<file path="src/rtl/asyn_fifo_wr_arb.sv">
// rtl/asyn_fifo_wr_arb.sv - round-robin burst arbiter sharing the asyn_fifo write port
// Optional stall counter output enabled by defining ASYN_FIFO_ARB_STATS_EN.
module asyn_fifo_wr_arb #(
    parameter int DATA_WIDTH = 32,
    parameter int NUM_REQ    = 4,
    parameter int MAX_BURST  = 4,
    localparam int GW        = $clog2(NUM_REQ)
) (
    input  logic                          wr_clk,
    input  logic                          wreset,
    input  logic [NUM_REQ-1:0]            req_valid,
    input  logic [NUM_REQ*DATA_WIDTH-1:0] req_data,
    output logic [NUM_REQ-1:0]            req_ready,
    output logic [DATA_WIDTH-1:0]         wr_data,
    output logic                          wr_en,
    input  logic                          wr_full,
    output logic [GW-1:0]                 grant_id,
    output logic                          busy
`ifdef ASYN_FIFO_ARB_STATS_EN
    ,
    output logic [15:0]                   stall_cnt
`endif
);
    localparam int BW = $clog2(MAX_BURST + 1);
    localparam logic [BW-1:0] BCNT_LAST = BW'(MAX_BURST - 1);
    localparam logic [GW-1:0] LAST_RST  = GW'(NUM_REQ - 1);

    typedef enum logic {IDLE, BURST} state_t;

    state_t          state, state_nxt;
    logic [GW-1:0]   last, last_nxt, grant_nxt;
    logic [BW-1:0]   bcnt, bcnt_nxt;
    logic [GW-1:0]   winner, cand;
    logic            any_valid;
    logic            cur_valid, beat, burst_end;
    logic [DATA_WIDTH-1:0] data_arr [NUM_REQ];

    always_comb begin
        for (int i = 0; i < NUM_REQ; i++) begin
            data_arr[i] = req_data[i*DATA_WIDTH +: DATA_WIDTH];
        end
    end

    // Search starts one past the last winner, so the previous holder ranks lowest.
    always_comb begin
        any_valid = 1'b0;
        winner    = '0;
        cand      = '0;
        for (int i = 1; i <= NUM_REQ; i++) begin
            cand = GW'((int'(last) + i) % NUM_REQ);
            if (!any_valid && req_valid[cand]) begin
                any_valid = 1'b1;
                winner    = cand;
            end
        end
    end

    assign cur_valid = req_valid[grant_id];
    assign beat      = (state == BURST) && cur_valid && !wr_full;
    assign burst_end = (state == BURST) && (!cur_valid || (beat && (bcnt == BCNT_LAST)));
    assign busy      = (state == BURST);

    always_ff @(posedge wr_clk or posedge wreset) begin
        if (wreset) begin
            state    <= IDLE;
            grant_id <= '0;
            last     <= LAST_RST;
            bcnt     <= '0;
        end else begin
            state    <= state_nxt;
            grant_id <= grant_nxt;
            last     <= last_nxt;
            bcnt     <= bcnt_nxt;
        end
    end

    always_comb begin
        state_nxt = state;
        grant_nxt = grant_id;
        last_nxt  = last;
        bcnt_nxt  = bcnt;
        req_ready = '0;
        wr_en     = 1'b0;
        wr_data   = '0;
        case (state)
            IDLE: begin
                if (any_valid) begin
                    state_nxt = BURST;
                    grant_nxt = winner;
                    last_nxt  = winner;
                    bcnt_nxt  = '0;
                end
            end
            BURST: begin
                if (beat) begin
                    req_ready[grant_id] = 1'b1;
                    wr_en               = 1'b1;
                    wr_data             = data_arr[grant_id];
                end
                if (burst_end) begin
                    bcnt_nxt = '0;
                    if (any_valid) begin
                        grant_nxt = winner;
                        last_nxt  = winner;
                    end else begin
                        state_nxt = IDLE;
                    end
                end else if (beat) begin
                    bcnt_nxt = bcnt + 1'b1;
                end
            end
            default: state_nxt = IDLE;
        endcase
    end

`ifdef ASYN_FIFO_ARB_STATS_EN
    // Counts cycles the granted requester is held off by a full FIFO.
    always_ff @(posedge wr_clk or posedge wreset) begin
        if (wreset) begin
            stall_cnt <= '0;
        end else if ((state == BURST) && cur_valid && wr_full && (stall_cnt != 16'hFFFF)) begin
            stall_cnt <= stall_cnt + 16'd1;
        end
    end
`endif

endmodule

</file>
<file path="config.mk">
export PLATFORM = sky130hd
export DESIGN_NAME = asyn_fifo_wr_arb
export DESIGN_NICKNAME = d
export VERILOG_FILES = /design/src/rtl/asyn_fifo_wr_arb.sv
export SDC_FILE = /design/constraint.sdc
export NUM_CORES = 1
export LEC_CHECK = 0
export BUFFER_PORTS_ARGS = -buffer_cell sky130_fd_sc_hd__buf_2
export CAP_MARGIN = 25
export CORE_MARGIN = 4
export CORE_UTILIZATION = 35
export CTS_CLUSTER_DIAMETER = 200
export DETAILED_ROUTE_END_ITERATION = 10
export PLACE_DENSITY = 0.81
export SLEW_MARGIN = 0
export SYNTH_ARGS = -nofsm -noshare
export SYNTH_HDL_FRONTEND = slang
export SYNTH_SLANG_ARGS = --single-unit
</file>
<file path="constraint.sdc">
create_clock -name wr_clk -period 2 [get_ports wr_clk]
set_input_delay 0.1 -clock wr_clk [delete_from_list [all_inputs] [get_ports wr_clk]]
set_output_delay 0.1 -clock wr_clk [all_outputs]
set_load 0.03 [all_outputs]
</file>
==> After elaboration in Yosys (flattened, before gate mapping) <==
Index checks and enable logic that the tools add are counted.
{ "classes": {"eq_ne": 4, "reduce_logical": 15, "magnitude_cmp": 7, "addsub": 5, "muxes": 42, "n_bitwise": 2} }
{ "op_table": {"columns": ["operator", "count"], "rows": [
  ["$mux W32", 4],
  ["$bmux W32 S2", 1],
  ["$mux W2", 8],
  ["$lt A2 B3 Y1 const B", 5],
  ["$mux W1", 14],
  ["$bmux W1 S2", 5],
  ["$mux W3", 3],
  ["$logic_and A1 B1 Y1", 8],
  ["$mux W4", 2],
  ["$pmux W2 S2", 2],
  ["$pmux W3 S2", 1],
  ["$logic_not A1 Y1", 5],
  ["$add A2 B1 Y2 const B", 2],
  ["$add A2 B2 Y2 const B", 2],
  ["$add A3 B1 Y3 const B", 1],
  ["$eq A3 B2 Y1 const B", 1],
  ["$ge A3 B3 Y1 const B", 1],
  ["$ne A3 B1 Y1 const B", 1],
  ["$not A2 Y3", 1],
  ["$demux W1 S2", 1],
  ["$ge A2 B1 Y1 const B", 1],
  ["$ne A2 B1 Y1 const B", 1],
  ["$ne A2 B2 Y1 const B", 1],
  ["$pmux W1 S2", 1],
  ["3 further kinds", 3]
]} }
{ "word_totals": {"in_bits": 135, "ff_bits": 8} }

==> Longest topological paths before layout <==
Gate-level depths: netlist of run 1.
{ "logic_depth": {"ltp_word": 16, "ltp_mapped": 7, "depth_no_buf": 5} }

==> Least setup slack after synthesis of run 1 <==
OpenSTA, ideal clock, no wires.
{ "synth_timing": {"kind": "register to output", "start": "register grant_id[0]", "end": "output port wr_data[22]", "stages_incl_launch_ff": 8, "slack_ps": 65, "arrival_ps": 1835, "n_path_buf": 2, "t_required_ps": 1900, "cell_sequence": "dfrtp_1 -> buf_4 -> mux2i_1 -> nand2_1 -> o2111ai_2 -> inv_2 -> buf_2 -> and2_1"} }
{ "synth_via": {"elab_chain_len": 6, "elab_cells_between_ends": 10, "classes_between": "mux: 7; bitwise: 1; reduce/logical: 2"} }
{ "synth_lines": {"columns": ["element", "line", "source"], "rows": [
  ["from (decl)", "17", "output logic [GW-1:0] grant_id,"],
  ["from (signal assigned)", "71", "grant_id <= grant_nxt;"],
  ["$not A2 Y3 (implied by the code) / $bmux W1 S2 (equally long branches)", "98, 58", null],
  ["$bmux W32 S2 / $mux W1 (equally long branches)", "98, 58", null],
  ["$mux W32 (implied by the code) / $logic_and A1 B1 Y1 (equally long branches) (2 in series)", "98, 59", null],
  ["$mux W32 (*)", "95", "if (beat) begin"],
  ["$mux W32 (*)", "85", "case (state)"],
  ["to (decl)", "14", "output logic [DATA_WIDTH-1:0] wr_data,"]
]} }
Mark *: on every way between the ends. The rest lies on a longest branch, timed or not. The select of a mux whose other input is x is not followed.

==> Worst setup path after layout of run 1 <==
{ "layout_timing": {"start": "register grant_id[0]", "end": "output port req_ready[2]"} }
{ "layout_via": {"elab_chain_len": 6, "elab_cells_between_ends": 11, "classes_between": "order compare: 2; mux: 6; reduce/logical: 3"} }
{ "layout_lines": {"columns": ["element", "line", "source"], "rows": [
  ["$lt A2 B3 Y1 (implied by the code), or another cell as far along", "96", "req_ready[grant_id] = 1'b1;"],
  ["$logic_and A1 B1 Y1 (implied by the code) / $mux W1 (equally long branches)", "96, 58", null],
  ["$mux W1 (implied by the code) / $logic_and A1 B1 Y1 (equally long branches)", "96, 59", null],
  ["$demux W1 S2 / $logic_and A1 B1 Y1 (equally long branches)", "96, 59", null],
  ["$mux W4 (*)", "95", null],
  ["$mux W4 (*)", "85", null],
  ["to (decl)", "13", "output logic [NUM_REQ-1:0] req_ready,"]
]} }
Marks and branches as above.

==> impl_metrics.ini, run 1 <==
[outcome]
outcome = completed

[timing]
setup-tns-final_ns = 0
min_period_ns = 1.90
fin_crit_sh_pct = 94.9
max-slew-margin-rel_pct = 73.5
finClkSkew_ns = 0.00627
slew_violations = 0
tightest_slew_ns = 0.395
clock.fmax_mhz = 527
hold_violations = 0
setup_viol = 0
rsz0062_at_grt = false

[floorplanning]
core_um2 = 4140
die_h_um = 74.6
start_util_pct = 37.5
dieArea_um2 = 5570
ioPinCount = 175
die_w_um = 74.6
num_rows = 23

[cells_and_area]
stdcell_count = 352
final_common_cell = buf_2
area_growth_pct = 64.6
drive_gt1_share_pct = 75.8
fin_nets = 440
regArea_um2 = 204
nFillCells = 342
final_cell_mix = buf_2, mux4_2, and2_1, inv_1
n_antenna_cell = 0
multi_input_area_um2 = 1270

[synth]
syn_area_um2 = 1550
synthFlopType = dfrtp_1
ys_ff_latch = 8
syn-num-nets = 266
syn_avg_cell_area_um2 = 12.0
synth_cell_types = 32
synth_seq_area_share_pct = 13.1
synth_edf_count = 0
synthArstFlopShare_pct = 100
yosys_warnings = 0
syn-instance-count = 129

[cts]
insertion_delay_ns = 0.23
clock_path_buffers = 2
cts.sinks = 8
ctsHtreeMaxLevel = 1
cts_buffers = 3
ctsRootBufferMaster = clkbuf_8
path_clk_slew_ns = 0.05
cts_tree = built

[grt]
grt-ovfl-total = 0
first_global_vias = 1834
grt_first_pass_wirelength_mm = 8.60
grt_usage_pct = 20.2
grt_start_max_net_pins = 36
antenna_found_initial = 1

[setup_path]
crit_fanout = 35
end_kind = output pin
r2r_slack_ns = 0.33
crit_path_max_incr_delay_ns = 0.44
critPathKind = reg2out
start_kind = flip-flop
required_ns = 1.90
slowest_stage = dfrtp_2
rr_endpoint = bcnt[1]
rr_worst_depth = 5
regToRegStartpoint = grant_id[0]
crit_chain = mux2_4 -> o2111ai_4 -> inv_6 -> and3_1 -> buf_2
cp.arrival_ns = 1.80

[hold_path]
hold_class = in2reg
min_from = req_valid[0]
hold_path_depth = 2
holdPathEnd = busy

[power]
power_density_nw_per_um2 = 1230
swShare_pct = 47.5
p_int_mw = 1.65
power_frac_comb_pct = 82.7
cellLeakagePower_nw = 1.37
p_switching_mw = 1.49
vdd_ir_drop_max_v = 0.000896
p_total_mw = 3.14
pwr-share-clk_pct = 6.6
pwr-share-seq_pct = 10.7

[route]
drtPass1Iterations = 4
wl_per_cell_um = 17.7
viasPerCell = 5.21
vias = 1835
drt-met1-wl_mm = 2.06
drcViolationCount = 0
wirelength_mm = 6.24
dr_wl_met2_mm = 3.47
dr.max_layer_used = met5
antenna_left = 0
drt_iter0_drc = 42
met3_length_um = 632

[place]
io_buffers = 174
gp_congestion = 0.827
dp_hpwl_mm = 5.39
dp.cells = 347

[run]
cap_viol_max_count = 0
[per-layer routing]
layer | up-vias | track usage [%]
met4 | 2 | 4.35
met5 | - | 0
met2 | 89 | 38.2
li1 | 851 | -
met3 | 11 | 5.00
met1 | 882 | 22.6
[state kept, by name (all words and copies together), names as in the netlist]
register / count
busy: 1
bcnt: 3
grant_id: 2
last: 2
[power by group through the flow]
stage / Clock (mW) / Combinational, mW / Sequential (mW)
after floorplan: 0 / 1.97 / 0.326
after global placement: 0 / 2.57 / 0.329
after detailed placement: 0 / 2.60 / 0.333
after CTS: 0.213 / 2.61 / 0.330
after global routing: 0.224 / 2.79 / 0.348
final: 0.207 / 2.60 / 0.335
[cells in the mapped netlist (2+ instances only)]
library cell	count	area (µm²)
a21o_1	2	15.0
and2_1	32	200
and3_1	2	12.5
buf_2	9	45.0
dfrtp_1	6	150
dfstp_2	2	52.6
ha_1	2	25.0
inv_1	7	26.3
mux2_4	4	60.1
mux2i_1	4	40.0
mux4_2	32	721
nand2_1	2	7.51
nor2b_1	3	18.8
nor3_1	4	20.0
[per-stage QoR]
stage	area [µm²]	setup WS (ns)	hold slack, ns	utilization, %
floorplan	1550	0.0652	-0.0858	-
global placement	2480	0.270	0.0552	60.0
detailed placement	2480	0.227	0.0612	60.0
CTS	2540	0.0318	0.148	61.4
global route	2560	0.0376	0.166	61.7
finish	2560	0.101	0.160	61.7
[how the worst max path moves through the flow]
| stage | slack, ns | from | endpoint | depth (start not counted) |
|---|---|---|---|---|
| 4_1_cts | 0.03 | grant_id[0] | req_ready[2] | 5 |
| 5_1_grt | 0.04 | grant_id[0] | req_ready[2] | 5 |
| 3_5_place_dp | 0.23 | grant_id[0] | req_ready[3] | 5 |
| 2_1_floorplan | 0.07 | grant_id[0] | wr_data[22] | 7 |
| 3_3_place_gp | 0.27 | grant_id[0] | req_ready[3] | 5 |
| 6_report | 0.10 | grant_id[0] | req_ready[2] | 5 |
[critical path: cells and delay by family (launching register included)]
kind                   cells  cell delay, ns
multiplexers               1            0.35
buffers and inverters      2            0.31
AND/OR/NAND/NOR            1            0.20
flip-flops                 1            0.44
AO/OA/AOI/OAI              1            0.26
[cell type report]
class	instances	area share (%)
clock buffers	4	1.76
inverters	8	1.37
multi-input cells	101	49.7
flip-flops and latches	8	7.98
well taps	50	2.45
repair buffers	181	36.7
[cell families (layout without fill, tap and decap cells)]
kind of cell	count (synthesis)	in the layout	synth area share [%]
AOI/OAI and AO/OA	12	12	7.90
DFF	8	8	13.1
buffers and inverters	20	193	5.80
and+or+nand+nor	47	47	18.8
muxes	40	40	52.9
adders and majority gates	2	2	1.61
[timing repair]
action                                  4_1_cts  5_1_grt
setup buffers                                 0        0
gates resized for setup                       1        2
endpoints found under the setup margin        3        2
pin swaps                                     0        0
hold buffers                                  1        0
endpoints found under the hold margin         6        0
Note: power is estimated with default switching activity, not from simulation.
==> run 2: changes to the inputs <==
==> constraint.sdc (replaced) <==
create_clock -name wr_clk -period 1.85 [get_ports wr_clk]
set_input_delay 0.0925 -clock wr_clk [delete_from_list [all_inputs] [get_ports wr_clk]]
set_output_delay 0.0925 -clock wr_clk [all_outputs]
set_load 0.03 [all_outputs]
==> run 2 against run 1 <==
- the run now ends with negative setup slack left
- critical path depth unchanged
- global-route usage up 3.4 points
- clock power up 8%
- core utilization up 13 points
- count of clock-buffer cells in the layout unchanged
- clock skew down 0.0042 ns
- setup slack worse by 0.16 ns
- hold slack better by 0.013 ns
- via count up 7.7%
- critical path type unchanged
- highest routed layer unchanged
==> impl_metrics.ini, run 2 (synthesized netlist as in run 1, its figures left out) <==
[route]
wl_per_cell_um = 20.7
drt_iter0_drc = 51
drtPass1Iterations = 4
wirelength_mm = 7.54
drcViolationCount = 0
viasPerCell = 5.42
antenna_left = 0
vias = 1977

[place]
dp_hpwl_mm = 5.32
gp_congestion = 0.809
io_buffers = 174
place_worst_setup_slack_ns = 0.0923
dp.cells = 345

[cells_and_area]
top_register = bcnt
n_antenna_cell = 0
final_common_cell = buf_2
reg.largest.list = bcnt (3), grant_id (2), last (2)
final_cell_mix = buf_2, buf_6, mux4_2, and2_4, and2_1
largest_register_ffs = 3
area_growth_pct = 99.6
drive_gt1_share_pct = 86.3
stdcell_count = 365
fin_nets = 453

[run]
cap_viol_max_count = 0

[setup_path]
crit_path_max_incr_delay_ns = 0.51
path_delay_family = multiplexers
regToRegStartpoint = grant_id[0]
crit_cells = 5
endpoint = wr_data[8]
slowest_stage = mux4_2
crit_path_frequent_cell = buf_6
crit_chain = buf_6 -> clkbuf_16 -> mux4_2 -> and2_4 -> buf_6
critPathKind = reg2out
end_kind = output pin
start_kind = flip-flop
path_buf_inv = 3
required_ns = 1.76
crit_fanout = 7
rr_worst_depth = 6
cp.arrival_ns = 1.82
rr_endpoint = grant_id[1]
critPathLaunch = grant_id[0]
r2r_slack_ns = 0.11

[timing]
tightest_slew_ns = 0.387
hold_violations = 0
finClkSkew_ns = 0.00204
hold_slack_ns = 0.173
slew_violations = 0
setup_ws_ns = -0.0632
clock.fmax_mhz = 523
fin_crit_sh_pct = 103
rsz0062_at_grt = true
min_period_ns = 1.91
setup_viol = 36
max-slew-margin-rel_pct = 74.0

[cts]
path_clk_slew_ns = 0.05
insertion_delay_ns = 0.23
cts.sinks = 8
cts_buffers = 3
cts_tree = built
clock_path_buffers = 2
ctsRootBufferMaster = clkbuf_8
ctsHtreeMaxLevel = 1

[outcome]
violations = negative setup slack
outcome = complete, but fails checks

[floorplanning]
ioPinCount = 175
start_util_pct = 37.5
core_um2 = 4140
die_w_um = 74.6
die_h_um = 74.6
num_rows = 23
dieArea_um2 = 5570

[power]
power_density_nw_per_um2 = 1480
vdd_ir_drop_max_v = 0.00101
cellLeakagePower_nw = 1.55
p_total_mw = 4.58

[grt]
grt_start_max_net_pins = 25
first_global_vias = 2100
grt_usage_pct = 23.6
grt_first_pass_wirelength_mm = 10.0
grt-ovfl-total = 0
antenna_found_initial = 1

[hold_path]
min_from = req_valid[0]
hold_class = in2reg
hold_path_depth = 2
run 2: report_power, final:
part           internal (mW)  total [mW]  leakage [nW]  switching (mW)
registers              0.269       0.381        0.0929           0.112
logic                   2.19        3.97          1.44            1.79
clock network          0.150       0.224        0.0228          0.0742
run 2: worst min-delay path by stage:
stage,endpoint,slack [ns]
5_1_grt,busy,0.17
3_3_place_gp,bcnt[1],0.05
3_5_place_dp,bcnt[1],0.06
4_1_cts,busy,0.16
6_report,busy,0.17
2_1_floorplan,bcnt[0],-0.09
run 2: what timing repair did:
item                                    4_1_cts  5_1_grt
gates resized for setup                      92       23
setup buffers                                 3        6
hold buffers                                  1        0
endpoints found under the setup margin       35       37
cloned                                        2        5
pin swaps                                     2        4
hold endpoints to repair                      6        0
run 2: metal layers:
| layer | wire length [µm] | GRT usage [%] |
|---|---|---|
| met1 | 2430 | 24.3 |
| met2 | 4290 | 47.5 |
| met3 | 603 | 5.00 |
| met4 | 210 | 5.53 |
| met5 | 13 | 0 |
run 2: metrics by stage:
| step | cell area, µm² | util, % | TNS [ns] |
|---|---|---|---|
| after floorplan | 1570 | - | -0.0197 |
| after global placement | 2480 | 59.9 | 0 |
| after detailed placement | 2480 | 59.9 | 0 |
| after CTS | 2890 | 69.7 | -1.43 |
| after global routing | 3100 | 74.8 | -2.62 |
| final | 3100 | 74.8 | -1.05 |
run 2: cell type report:
cell class                      count  area [µm²]
Clock buffer                        4        45.0
Timing Repair inverter              1        11.3
Tap cell                           50        62.6
Multi-Input combinational cell    101        1370
Sequential cell                     8         204
Inverter                            8        42.5
Timing Repair Buffer              193        1370
Fill cell                         294        1040
==> run 3: changes to the inputs <==
--- a/config.mk
+++ b/config.mk
@@ -7,11 +7,12 @@
 export LEC_CHECK = 0
 export BUFFER_PORTS_ARGS = -buffer_cell sky130_fd_sc_hd__buf_2
 export CAP_MARGIN = 25
-export CORE_MARGIN = 4
-export CORE_UTILIZATION = 35
+export CELL_PAD_IN_SITES_DETAIL_PLACEMENT = 1
+export CELL_PAD_IN_SITES_GLOBAL_PLACEMENT = 2
+export CORE_UTILIZATION = 17
 export CTS_CLUSTER_DIAMETER = 200
 export DETAILED_ROUTE_END_ITERATION = 10
-export PLACE_DENSITY = 0.81
+export PLACE_DENSITY = 0.78
 export SLEW_MARGIN = 0
 export SYNTH_ARGS = -nofsm -noshare
 export SYNTH_HDL_FRONTEND = slang
==> run 3 against run 2 <==
- the flow still finishes with violations (negative setup slack)
- clock power is essentially flat
- highest routed layer is now met4
- clock skew is 0.0042 ns higher
- global-route usage decreased by 9.6 points
- core utilization shrank 39 points
==> impl_metrics.ini, run 3 (synthesized netlist as in run 1, its figures left out) <==
[timing]
fin_crit_sh_pct = 102
setup_ws_ns = -0.0348
max-slew-margin-rel_pct = 75.5
rsz0062_at_grt = true
hold_violations = 0
setup_viol = 23
tightest_slew_ns = 0.365
min_period_ns = 1.88
slew_violations = 0
clock.fmax_mhz = 531
hold_slack_ns = 0.176
setup-tns-final_ns = -0.339
finClkSkew_ns = 0.00620

[grt]
first_global_vias = 2007
grt-ovfl-total = 0
grt_first_pass_wirelength_mm = 10.5
grt_start_max_net_pins = 30
grt_usage_pct = 13.9
antenna_found_initial = 0

[cells_and_area]
n_antenna_cell = 0
largest_register_ffs = 3
regArea_um2 = 205
area_growth_pct = 99.7
reg.largest.list = bcnt (3), grant_id (2), last (2)
final_cell_mix = buf_2, buf_6, mux4_2, and2_4, inv_1
finalCoreUtilization_pct = 35.4
drive_gt1_share_pct = 88.3
final_common_cell = buf_2
nFillCells = 1017
multi_input_area_um2 = 1380
top_register = bcnt
fin_nets = 447

[route]
drt_iter0_drc = 8
vias = 1910
wl_per_cell_um = 16.8
drtPass1Iterations = 4
wirelength_mm = 7.00
drcViolationCount = 0
antenna_left = 0
viasPerCell = 4.58

[setup_path]
slowest_stage = dfrtp_2
cp.arrival_ns = 1.79
required_ns = 1.76
regToRegStartpoint = grant_id[0]
r2r_slack_ns = 0.05
crit_chain = mux2_4 -> o2111ai_4 -> buf_12 -> inv_12 -> and3_4 -> buf_6
critPathKind = reg2out
crit_path_max_incr_delay_ns = 0.47
rr_worst_depth = 5
path_delay_family = flip-flops
rr_endpoint = bcnt[1]
crit_fanout = 18
end_kind = output pin
path_buf_inv = 3
start_kind = flip-flop

[cts]
ctsRootBufferMaster = clkbuf_8
insertion_delay_ns = 0.23
clock_path_buffers = 2
path_clk_slew_ns = 0.05
cts_buffers = 3
ctsHtreeMaxLevel = 1
cts.sinks = 8
cts_tree = built

[place]
place_worst_setup_slack_ns = 0.0596
io_buffers = 174
dp_hpwl_mm = 5.49
gp_congestion = 0.792

[floorplanning]
num_rows = 34
die_h_um = 97.6
die_w_um = 97.6
start_util_pct = 17.7
ioPinCount = 175
core_um2 = 8760
dieArea_um2 = 9520

[power]
vdd_ir_drop_max_v = 0.000520
power_density_nw_per_um2 = 1410
cellLeakagePower_nw = 1.51

[outcome]
violations = negative setup slack
outcome = complete, but fails checks

[hold_path]
min_from = req_valid[0]
hold_class = in2reg
hold_path_depth = 2
holdPathEnd = busy

[run]
cap_viol_max_count = 0
run 3: cell count changes in the layout (fill, tap and decap cells not counted), sizes merged:
cell / delta
buf: -2
clkbuf: -4
run 3: power breakdown:
part / internal (mW) / leakage (nW) / switching, mW
Combinational: 2.05 / 1.40 / 1.71
Sequential: 0.271 / 0.0917 / 0.117
Clock: 0.150 / 0.0228 / 0.0743
run 3: repair_timing:
item	4_1_cts	5_1_grt
pin swaps	10	2
setup endpoints to repair	35	37
endpoints found under the hold margin	6	0
resized for setup	90	29
hold buffers	1	0
gates cloned	3	0
buffers inserted	6	1
run 3: worst reg2reg max path: cells and delay by family (launching register included):
| kind | cells | cell delay [ns] |
|---|---|---|
| mux | 2 | 0.65 |
| flops | 1 | 0.47 |
| compound gates | 2 | 0.42 |
| buf+inv | 1 | 0.15 |
run 3: layer usage:
layer / global-route usage, % / wire length, µm / part of all wire, %
met1: 15.8 / 2610 / 37
met2: 26.9 / 3810 / 54
met3: 2.88 / 515 / 7.4
met4: 1.92 / 59 / 0.84
met5: 0 / 0 / 0
run 3: stage by stage:
step                instances  cell area, µm²  total power [mW]
CTS                       417            3040              4.31
global placement          403            2570              3.24
detailed placement        403            2570              3.26
global route              417            3100              4.63
floorplan                 129            1570              2.52
finish                    417            3100              4.37
run 3: worst max-delay path by stage:
| stage | from | end | slack [ns] | cells after the start |
|---|---|---|---|---|
| 2_1_floorplan | grant_id[0] | req_ready[0] | -0.007 | 5 |
| 3_3_place_gp | grant_id[0] | req_ready[2] | 0.11 | 5 |
| 3_5_place_dp | grant_id[0] | req_ready[2] | 0.06 | 5 |
| 4_1_cts | grant_id[0] | wr_data[16] | -0.10 | 6 |
| 5_1_grt | grant_id[0] | req_ready[2] | -0.10 | 6 |
| 6_report | grant_id[0] | req_ready[2] | -0.03 | 6 |
run 3: area by class of cell:
class	count	area share, %
multi-input combinational	101	44.5
timing repair buffer	187	41.4
sequential	8	6.62
tap	108	4.36
clock buffer	4	1.45
inverter	8	1.37
timing repair inverter	1	0.363
